--- src/rtl/cla15_rr_arbiter.sv ---
// Two-port round-robin front end sharing one 15-bit carry-lookahead add/subtract unit,
// with a single-entry result register drained over a valid/ready handshake.
module cla15_rr_arbiter #(
    parameter int WIDTH = 15
) (
    input  logic             clk,
    input  logic             rst_n,
    input  logic             req0_valid,
    output logic             req0_ready,
    input  logic [WIDTH-1:0] req0_a,
    input  logic [WIDTH-1:0] req0_b,
    input  logic             req0_mode,
    input  logic             req1_valid,
    output logic             req1_ready,
    input  logic [WIDTH-1:0] req1_a,
    input  logic [WIDTH-1:0] req1_b,
    input  logic             req1_mode,
    output logic             res_valid,
    input  logic             res_ready,
    output logic [WIDTH-1:0] res_s,
    output logic             res_cout,
    output logic             res_ovf,
    output logic             res_id
);

    localparam int NBLK = WIDTH / 3;

    logic             res_valid_reg;
    logic [WIDTH-1:0] res_s_reg;
    logic             res_cout_reg;
    logic             res_ovf_reg;
    logic             res_id_reg;
    logic             rr_last_reg;

    logic             slot_free;
    logic             grant0;
    logic             grant1;
    logic [WIDTH-1:0] op_a;
    logic [WIDTH-1:0] op_b;
    logic             op_mode;
    logic [WIDTH-1:0] op_bx;
    logic [WIDTH-1:0] gen;
    logic [WIDTH-1:0] prop;
    logic [WIDTH-1:0] carry;
    logic [NBLK:0]    blk_c;
    logic [WIDTH-1:0] sum_s;
    logic             sum_ovf;

    // Readies are gated by rst_n so nothing is offered while the block is held in reset.
    always_comb begin
        slot_free = !res_valid_reg || res_ready;
        grant0    = rst_n && slot_free && req0_valid && (!req1_valid || rr_last_reg);
        grant1    = rst_n && slot_free && req1_valid && (!req0_valid || !rr_last_reg);
        op_a      = grant1 ? req1_a    : req0_a;
        op_b      = grant1 ? req1_b    : req0_b;
        op_mode   = grant1 ? req1_mode : req0_mode;
    end

    assign op_bx    = op_mode ? ~op_b : op_b;
    assign gen      = op_a & op_bx;
    assign prop     = op_a ^ op_bx;
    assign blk_c[0] = op_mode;

    // Five 3-bit lookahead groups; group carries chain through group generate/propagate.
    for (genvar gi = 0; gi < NBLK; gi++) begin : g_blk
        localparam int BASE = 3 * gi;
        logic [2:0] gg;
        logic [2:0] pp;
        logic       blk_g;
        logic       blk_p;

        assign gg = gen[BASE +: 3];
        assign pp = prop[BASE +: 3];

        assign carry[BASE]     = blk_c[gi];
        assign carry[BASE + 1] = gg[0] | (pp[0] & blk_c[gi]);
        assign carry[BASE + 2] = gg[1] | (pp[1] & gg[0]) | (pp[1] & pp[0] & blk_c[gi]);

        assign blk_g         = gg[2] | (pp[2] & gg[1]) | (pp[2] & pp[1] & gg[0]);
        assign blk_p         = &pp;
        assign blk_c[gi + 1] = blk_g | (blk_p & blk_c[gi]);
    end

    assign sum_s   = prop ^ carry;
    assign sum_ovf = (op_a[WIDTH-1] == op_bx[WIDTH-1]) && (sum_s[WIDTH-1] != op_a[WIDTH-1]);

    always_ff @(posedge clk or negedge rst_n) begin
        if (!rst_n) begin
            res_valid_reg <= 1'b0;
            res_s_reg     <= '0;
            res_cout_reg  <= 1'b0;
            res_ovf_reg   <= 1'b0;
            res_id_reg    <= 1'b0;
            rr_last_reg   <= 1'b1;
        end else if (grant0 || grant1) begin
            res_valid_reg <= 1'b1;
            res_s_reg     <= sum_s;
            res_cout_reg  <= blk_c[NBLK];
            res_ovf_reg   <= sum_ovf;
            res_id_reg    <= grant1;
            rr_last_reg   <= grant1;
        end else if (res_ready) begin
            // Drain without refill: payload fields keep their last values.
            res_valid_reg <= 1'b0;
        end
    end

    assign req0_ready = grant0;
    assign req1_ready = grant1;
    assign res_valid  = res_valid_reg;
    assign res_s      = res_s_reg;
    assign res_cout   = res_cout_reg;
    assign res_ovf    = res_ovf_reg;
    assign res_id     = res_id_reg;

endmodule

--- config.mk ---
export PLATFORM = sky130hd
export DESIGN_NAME = cla15_rr_arbiter
export DESIGN_NICKNAME = d
export VERILOG_FILES = /design/src/rtl/cla15_rr_arbiter.sv
export SDC_FILE = /design/constraint.sdc
export NUM_CORES = 1
export LEC_CHECK = 0
export CAP_MARGIN = 10
export CORE_MARGIN = 1
export CORE_UTILIZATION = 39
export DETAILED_ROUTE_END_ITERATION = 10
export HOLD_SLACK_MARGIN = 0.15
export PLACE_DENSITY_LB_ADDON = 0.1
export SYNTH_ARGS = -nofsm -noshare
export SYNTH_HDL_FRONTEND = slang
export SYNTH_SLANG_ARGS = --single-unit
--- constraint.sdc ---
create_clock -name clk -period 3.9 [get_ports clk]
set_input_delay 0.39 -clock clk [delete_from_list [all_inputs] [get_ports clk]]
set_output_delay 0.39 -clock clk [all_outputs]
set_load 0.005 [all_outputs]
==> results.py, run 1 <==
metrics = {
    "status": {
        "status": "complete, no violations",
    },
    "yosys": {
        "yosys.area_share.adder_pct": 13.0,
        "synth.top_cell.area_share_pct": 23.0,
        "netlist_area_um2": 2070,
        "synth_mux_area_share_pct": 10.2,
        "synthArstFlopShare_pct": 100,
        "ys_warn_count": 0,
        "yosysTopAreaCell": "dfrtp_1",
        "syn_area_per_cell_um2": 8.20,
        "synth.most_common_cell": "nand2_1",
        "synth.ff_latch_count": 20,
        "synth-seq-area-share_pct": 24.3,
        "synth_simple_gate_area_share_pct": 22.8,
        "synthTopCellsByArea": "dfrtp_1, nand2_1, mux2i_1, ha_1, xor2_1",
        "synth_compound_area_share_pct": 15.3,
        "synthTopCellsByCount": "nand2_1, mux2i_1, dfrtp_1",
        "synth-edff-count": 0,
        "synth_top_family_by_area": "simple AND/OR/NAND/NOR gates",
        "synthCells": 252,
        "synth_cell_types": 50,
        "ys.flop_type": "dfrtp_1",
        "synth_xor_area_share_pct": 10.2,
        "syn_nets": 338,
    },
    "critical_path": {
        "crit_arrival_ns": 3.86,
        "required_ns": 4.03,
        "rr_worst_depth": 16,
        "critPathLaunchType": "input port",
        "worst_setup_path_end_kind": "register",
        "r2r_slack_ns": 0.19,
        "cp-startpoint": "res_ready",
        "worstPathMaxFanout": 5,
        "r2r_start": "rr_last_reg",
        "crit_end": "res_s[13]",
        "rr_endpoint": "res_s[13]",
        "worst-setup-path-type": "in2reg",
    },
    "clocking": {
        "cts.clk_slew.worst_paths_ns": 0.08,
        "clock-sinks": 20,
        "root_buffer": "clkbuf_8",
        "cts_buffers": 3,
        "insertion_delay_ns": 0.26,
        "clk_path_buf_depth": 2,
        "htree_num_levels": 1,
        "cts_tree": "yes",
    },
    "sta": {
        "rsz0062_at_grt": "no",
        "slew_violations": 0,
        "worstMarginPinSlew_ns": 0.503,
        "hold_viol": 0,
        "period_share_pct": 95.6,
        "maxSlewHeadroom_pct": 66.2,
        "period_needed_ns": 3.73,
        "fin_tns_setup_ns": 0,
        "skew_ns": 0.00275,
        "setup_viol": 0,
        "whs_ns": 0.472,
        "fmax_ghz": 0.268,
    },
    "global_routing": {
        "grt_usage_pct": 22.7,
        "grt_pass1_wl_um": 9740,
        "grt_max_degree": 33,
        "antenna_found_initial": 0,
        "grt_pass1_vias": 2115,
        "gr-total-overflow": 0,
    },
    "drt": {
        "drt_first_pass_iters": 4,
        "drtIter0Drc": 113,
        "drt-total-wl_um": 6030,
        "vias": 2210,
        "avgRoutedWirePerCell_um": 13.4,
        "drc": 0,
        "antenna_left": 0,
        "viasPerCell": 4.92,
    },
    "layout": {
        "final_util_pct": 67.5,
        "instances_no_fill": 449,
        "fill_cells": 465,
        "drive_gt1_share_pct": 17.7,
        "largest_reg_flops": 15,
        "nets": 466,
        "syn2layout_area_growth_pct": 66.8,
        "antenna_cells": 0,
    },
    "power_and_ir_drop": {
        "switching_power_w": 0.000499,
        "p_leak_nw": 1.70,
        "ir_worst_vdd_mv": 0.199,
        "power.share.clock_pct": 10.5,
        "power.density_nw_per_um2": 401,
        "p_int_w": 0.000884,
        "power_frac_seq_pct": 25.4,
        "swShare_pct": 36.1,
        "comb_power_share_pct": 64.1,
    },
    "floorplanning": {
        "io-pin-count": 88,
        "core_um2": 5110,
        "initial_utilization_pct": 40.4,
        "die_y_um": 74.8,
        "die_area_um2": 5590,
        "fp.dieW_um": 74.8,
        "core.rowCount": 26,
    },
    "min_path": {
        "hp-class": "reg2reg",
    },
    "placed_design": {
        "post-dp-hpwl_um": 4960,
        "dpl.cell_count": 442,
        "routabilityCongestion": 0.851,
        "io_buffers": 87,
    },
    "job": {
        "cap_violations": 0,
    },
}
## repair_timing
item                       CTS  global route
hold buffers                 0             0
pin swaps                    3             4
resized for setup            5             8
setup endpoints to repair    2             6
setup buffers                2             1
## placed cells by master, fill, tap and decap left out, drive strengths merged, types with 3 or more instances in the layout
cell / netlist / layout
nand2: 56 / 56
dfrtp: 19 / 19
inv: 13 / 13
a21o: 4 / 4
a21oi: 9 / 9
and3: 4 / 4
nor3b: 4 / 4
nand4: 3 / 3
clkdlybuf4s50: 0 / 85
nor2: 11 / 11
mux2i: 20 / 20
o31ai: 3 / 3
o21ai: 14 / 14
buf: 6 / 45
xor2: 18 / 18
clkbuf: 3 / 4
fa: 4 / 4
xnor2: 6 / 6
ha: 15 / 15
nand3: 7 / 7
## critical path, stage by stage
cell and delay [ns]:
clkdlybuf4s50_1 0.46, and2b_4 0.20, o31ai_4 0.24, and2_4 0.21, buf_4 0.16, xor2_1 0.16, ha_1 0.26, and3_1 0.21
a221oi_2 0.26, and2b_1 0.18, o2bb2ai_1 0.13, a21oi_1 0.08, or2_1 0.23, fa_1 0.44, xnor2_1 0.15, o21ai_0 0.09
## power by group through the flow
stage / Sequential, W / Clock, W / Combinational, W
final: 0.000351 / 0.000145 / 0.000886
after global routing: 0.000362 / 0.000157 / 0.000980
after CTS: 0.000351 / 0.000148 / 0.000881
after detailed placement: 0.000354 / 0 / 0.000865
after global placement: 0.000348 / 0 / 0.000849
after floorplan: 0.000351 / 0 / 0.000402
## per-stage QoR
step | total power, W | cell area (um2) | setup slack (ns)
floorplan | 0.000753 | 2070 | 0.0437
CTS | 0.00138 | 3410 | 0.00331
finish | 0.00138 | 3450 | 0.170
detailed placement | 0.00122 | 3330 | -0.330
global route | 0.00150 | 3450 | 0.00399
global placement | 0.00120 | 3330 | -0.213
## how the worst min path moves through the flow
stage,startpoint,to,slack [ns],cells after the start
finish,res_s[3],res_s[3],0.47,2
global route,res_s[12],res_s[12],0.50,2
CTS,res_s[3],res_s[3],0.47,2
detailed placement,res_s[3],res_s[3],0.46,2
global placement,res_s[12],res_s[12],0.45,2
floorplan,rst_n,res_cout,0.09,0
## cell families (layout without fill, tap and decap cells)
kind of cell / Yosys count / count (layout)
simple gates: 99 / 99
xor+xnor: 24 / 24
buf+inv: 22 / 149
flops: 20 / 20
compound gates: 47 / 47
fa+ha+maj: 19 / 19
mux: 21 / 21
## layout make-up
class                      instances  area [um2]  share of cell area (%)
clock buffer                       4        45.0                    1.31
tap                               70        87.6                    2.54
sequential                        20         502                    14.6
timing repair buffer             132        1240                    36.1
multi-input combinational        210        1520                    44.1
inverter                          13        48.8                    1.42
## routing by layer
layer,vias up,part of all wire (%),GRT usage (%)
met4,0,1.2,5.24
met1,1013,47,31.1
met3,7,4.6,2.68
met5,-,0,0
met2,66,47,38.1
li1,1124,-,-
Note: power is estimated with default switching activity, not from simulation.
==> run 2: changes to the inputs <==
--- a/config.mk
+++ b/config.mk
@@ -11,6 +11,8 @@
 export DETAILED_ROUTE_END_ITERATION = 10
 export HOLD_SLACK_MARGIN = 0.15
 export PLACE_DENSITY_LB_ADDON = 0.1
+export REMOVE_ABC_BUFFERS = 1
+export SKIP_CTS_REPAIR_TIMING = 1
 export SYNTH_ARGS = -nofsm -noshare
 export SYNTH_HDL_FRONTEND = slang
 export SYNTH_SLANG_ARGS = --single-unit
==> results.py, run 2 (synthesized netlist as in run 1, its figures left out) <==
metrics = {
    "floorplanning": {
        "fp.dieW_um": 74.8,
        "io-pin-count": 88,
        "die_y_um": 74.8,
        "core_um2": 5110,
        "core.rowCount": 26,
        "die_area_um2": 5590,
        "initial_utilization_pct": 40.4,
    },
    "critical_path": {
        "required_ns": 4.08,
        "critPathLaunchType": "input port",
        "path_cells": "clkdlybuf4s50_1 -> a21boi_2 -> buf_4 -> nand4_1 -> and2_4 -> buf_4 -> xor2_1 -> ha_1 -> nand4_1 -> or4_4 -> and2_1 -> a31oi_2 -> a21oi_1 -> fa_1 -> xor2_1 -> o21ai_0",
        "crit_arrival_ns": 3.92,
        "path_buf_inv": 3,
        "worst_setup_path_end_kind": "register",
        "max_stage_delay_ns": 0.46,
        "critical_path.slowest_cell": "clkdlybuf4s50_1",
        "worst-setup-path-type": "in2reg",
        "path_delay_family": "simple AND/OR/NAND/NOR gates",
        "worstPathMaxFanout": 6,
    },
    "global_routing": {
        "grt_pass1_wl_um": 8980,
        "gr-total-overflow": 0,
        "grt_max_degree": 33,
        "grt_usage_pct": 20.8,
        "antenna_found_initial": 0,
        "grt_pass1_vias": 2022,
    },
    "placed_design": {
        "routabilityCongestion": 0.924,
        "io_buffers": 87,
        "post-dp-hpwl_um": 4590,
        "dp_slack_ns": -0.302,
    },
    "layout": {
        "syn2layout_area_growth_pct": 68.5,
        "largest_reg_flops": 15,
        "nets": 469,
        "drive_gt1_share_pct": 18.8,
        "multi_input_area_um2": 1520,
        "final_util_pct": 68.2,
        "fill_cells": 443,
        "final_cell_mix": "clkdlybuf4s50_1, nand2_1, buf_4, mux2i_1, dfrtp_1",
        "antenna_cells": 0,
        "layout_commonest_cell": "clkdlybuf4s50_1",
        "register_area_um2": 502,
    },
    "min_path": {
        "hp-class": "reg2reg",
    },
    "sta": {
        "fin_tns_setup_ns": 0,
        "maxSlewHeadroom_pct": 71.5,
        "fin_ws_ns": 0.163,
        "hold_viol": 0,
        "fmax_ghz": 0.268,
        "period_share_pct": 95.8,
        "setup_viol": 0,
        "skew_ns": 0.00361,
        "period_needed_ns": 3.74,
        "slew_violations": 0,
        "worstMarginPinSlew_ns": 0.424,
    },
    "power_and_ir_drop": {
        "power.total_w": 0.00143,
        "p_leak_nw": 1.71,
        "comb_power_share_pct": 61.1,
        "ir_worst_vdd_mv": 0.197,
        "power.share.clock_pct": 14.8,
        "power_frac_seq_pct": 24.0,
        "switching_power_w": 0.000486,
        "power.density_nw_per_um2": 411,
        "p_int_w": 0.000944,
        "swShare_pct": 34.0,
    },
    "drt": {
        "drtIter0Drc": 85,
        "viasPerCell": 4.85,
        "antenna_left": 0,
        "drt-total-wl_um": 5700,
        "avgRoutedWirePerCell_um": 12.6,
        "drt_first_pass_iters": 4,
        "vias": 2191,
        "drc": 0,
    },
    "clocking": {
        "clock-sinks": 20,
        "htree_num_levels": 1,
        "cts_buffers": 3,
        "insertion_delay_ns": 0.26,
        "root_buffer": "clkbuf_8",
        "cts_tree": "yes",
        "cts.clk_slew.worst_paths_ns": 0.08,
        "clk_path_buf_depth": 2,
    },
    "job": {
        "cap_violations": 0,
    },
    "status": {
        "status": "complete, no violations",
    },
}
==> run 2: cell types whose count changed in the layout (fill, tap and decap cells not counted), sizes merged <==
cell | before | now
bufinv | 0 | 1
clkbuf | 4 | 3
dlymetal6s2s | 2 | 1
clkinvlp | 0 | 1
buf | 45 | 48
clkdlybuf4s50 | 85 | 86
inv | 13 | 12
==> run 2: final timing paths <==
path / from / to / slack, ns / cells past startpoint
setup / recovery: req0_valid / res_s[7] / 0.16 / 16
hold / removal: res_s[2] / res_s[2] / 0.48 / 2
setup reg to reg: rr_last_reg / res_s[7] / 0.29 / 17
hold reg to reg: res_s[2] / res_s[2] / 0.48 / 2
max in group asynchronous: rst_n / rr_last_reg / 3.05 / 2
min in group asynchronous: rst_n / res_s[2] / 0.57 / 2
==> run 2: routing by layer <==
layer  GRT usage [%]  routed length, um  part of all wire, %  up-vias
li1                -                  -                    -     1134
met1            27.5               2580                   45      987
met2            36.7               2830                   50       66
met3            2.14                234                  4.1        4
met4            4.40                 54                 0.95        0
met5               0                  0                    0        -
==> run 2: stage by stage <==
stage	std cells	hold WS, ns	cell area, um2
after floorplan	243	0.0944	2030
after global placement	445	0.450	3340
after detailed placement	445	0.462	3340
after CTS	449	0.485	3410
after global routing	452	0.524	3480
final	452	0.477	3480
==> run 2: worst reg2reg max path: cells and delay by family, from the launching register on <==
family | cells | cell delay (ns)
and+or+nand+nor | 6 | 0.96
DFF | 1 | 0.57
AOI/OAI and AO/OA | 4 | 0.50
adders and majority gates | 2 | 0.80
xor gates and xnor gates | 1 | 0.15
buffers and inverters | 4 | 0.57
==> run 2: area by class of cell <==
cell class,instances,area share (%)
clock buffer,3,1.19
inverter,13,1.51
sequential,20,14.4
clock inverter,1,0.863
tap,70,2.52
timing repair buffer,135,35.8
multi-input combinational,210,43.7
==> run 2: power by group through the flow <==
stage               clock [W]  combinational [W]  sequential (W)
CTS                  0.000217           0.000844        0.000344
global route         0.000225           0.000974        0.000356
floorplan                   0           0.000394        0.000352
global placement            0           0.000825        0.000347
finish               0.000212           0.000874        0.000344
detailed placement          0           0.000839        0.000349
==> edit: new RTL, flow settings as in run 1 <==
Put one more register stage on the output `res_ovf`, with the module's reset. The value now appears one clock later. The other outputs are not delayed to match.
--- a/src/rtl/cla15_rr_arbiter.sv
+++ b/src/rtl/cla15_rr_arbiter.sv
@@ -110,7 +110,13 @@
     assign res_valid  = res_valid_reg;
     assign res_s      = res_s_reg;
     assign res_cout   = res_cout_reg;
-    assign res_ovf    = res_ovf_reg;
+    always_ff @(posedge clk or negedge rst_n) begin
+        if (!rst_n) begin
+            res_ovf <= '0;
+        end else begin
+            res_ovf <= res_ovf_reg;
+        end
+    end
     assign res_id     = res_id_reg;
 
 endmodule
Check against the original RTL: not equivalent (a bounded check fails within 4 cycles, from zero or initial values and one cycle with rst_n low).
==> edit against run 1 <==
- routed wire length fell by 5.9%
- sequential power rose by 3%
- total power grew 2.1%
- sequential cell count up 1
- non-clock buffer count grew 6
- utilization rose by 1.7 points
- worst setup slack worse by 24 ps
- combinational power is 2.3% higher
- final area up 3.1%
- first-iteration DRC count shrank 8.8%
- area after synthesis grew 1.2%
- critical path depth grew 1
==> edit: results <==
{
  "grt_pass1_vias": 2002,
  "worst_slew_pin_slew_ps": 401,
  "gp_congestion": 0.903,
  "n_fill_cell": 461,
  "synth_seq_area_share_pct": 25.2,
  "ys_top_cells_by_count": "56 x nand2_1, 20 x dfrtp_1, 20 x mux2i_1",
  "arrival_ps": 3960,
  "synth_area_leaders": "dfrtp_1 24%, nand2_1 10%, mux2i_1 9.6%, ha_1 9.0%, xor2_1 7.5%",
  "wl_met3_um": 317,
  "async_flop_share_pct": 100,
  "wl_per_cell_um": 12.4,
  "status": "complete, no violations",
  "wl_met2_um": 2540,
  "finClkSkew_ps": 5.71,
  "grt_max_degree": 33,
  "critPathMaxFanout": 7,
  "first_iter_violations": 103,
  "met1_length_um": 2760,
  "grtUsageTotal_pct": 20.8,
  "switchingPower_w": 0.000499,
  "synth_fp_nets": 339,
  "routed_via_density": 4.89,
  "num-nets-final": 473,
  "grt_pass1_wl_um": 9000,
  "drive_above_1_share_pct": 20.5
}
[edit: power by group through the flow]
| stage | Clock [W] | Sequential (W) | Combinational, W |
|---|---|---|---|
| 5_1_grt | 0.000153 | 0.000368 | 0.00100 |
| 6_report | 0.000145 | 0.000360 | 0.000906 |
| 4_1_cts | 0.000147 | 0.000360 | 0.000874 |
| 3_5_place_dp | 0 | 0.000364 | 0.000867 |
| 2_1_floorplan | 0 | 0.000367 | 0.000402 |
| 3_3_place_gp | 0 | 0.000364 | 0.000853 |
[edit: final cells by class]
type / instances / share of cell area (%)
clock buffer: 3 / 1.16
clock inverter: 1 / 0.141
inverter: 13 / 1.37
multi-input combinational: 210 / 44.2
sequential: 21 / 14.8
tap: 70 / 2.46
timing repair buffer: 138 / 35.8
[edit: cell families after synthesis]
group	Yosys count	share of synthesized area, %
compound gates	47	15.1
xor+xnor	24	10.1
fa+ha+maj	19	12.8
buf+inv	22	4.19
flops	21	25.2
mux	21	10.1
simple gates	99	22.6
[edit: layer usage]
layer / track usage, % / up-vias
met5: 0 / -
met4: 5.14 / 0
met3: 1.61 / 5
met2: 34.4 / 81
met1: 29.4 / 1000
li1: - / 1142
[edit: path summary, 6_finish.rpt]
path | endpoint | start | slack, ps | depth (start not counted)
max | res_s[12]$_DFFE_PN0P_ | req0_valid | 150 | 17
min | res_ovf$_DFF_PN0_ | res_ovf_reg$_DFFE_PN0P_ | 400 | 0
max reg2reg | res_s[12]$_DFFE_PN0P_ | rr_last_reg$_DFFE_PN1P_ | 260 | 16
min reg2reg | res_ovf$_DFF_PN0_ | res_ovf_reg$_DFFE_PN0P_ | 400 | 0
max in group asynchronous | rr_last_reg$_DFFE_PN1P_ | rst_n | 3060 | 2
min in group asynchronous | res_s[5]$_DFFE_PN0P_ | rst_n | 520 | 2
[edit: stage by stage]
| stage | instances | util, % | setup slack [ps] | hold WS, ps |
|---|---|---|---|---|
| finish | 456 | 69.1 | 146 | 403 |
| global route | 456 | 69.1 | -30.7 | 420 |
| CTS | 453 | 66.7 | 20.2 | 406 |
| detailed placement | 449 | 65.7 | -269 | 387 |
| global placement | 449 | 65.7 | -180 | 379 |
| floorplan | 253 | - | 43.7 | 94.4 |
[edit: repair_timing]
item / 4_1_cts / 5_1_grt
hold endpoints to repair: 0 / 0
buffers inserted: 0 / 3
resized for setup: 1 / 22
setup endpoints to repair: 1 / 6
pin swaps: 0 / 7
[edit: worst max-delay path, stage by stage]
cell	delay (ps)
clkdlybuf4s50_1	420
buf_4	150
a21bo_4	220
o31ai_4	240
and2_4	200
buf_12	130
xor2_4	160
ha_1	250
a21o_1	200
a221oi_2	270
and2b_1	190
o2bb2ai_2	120
a21oi_1	80
or2_1	240
fa_2	580
nand2_1	50
nand2_1	70
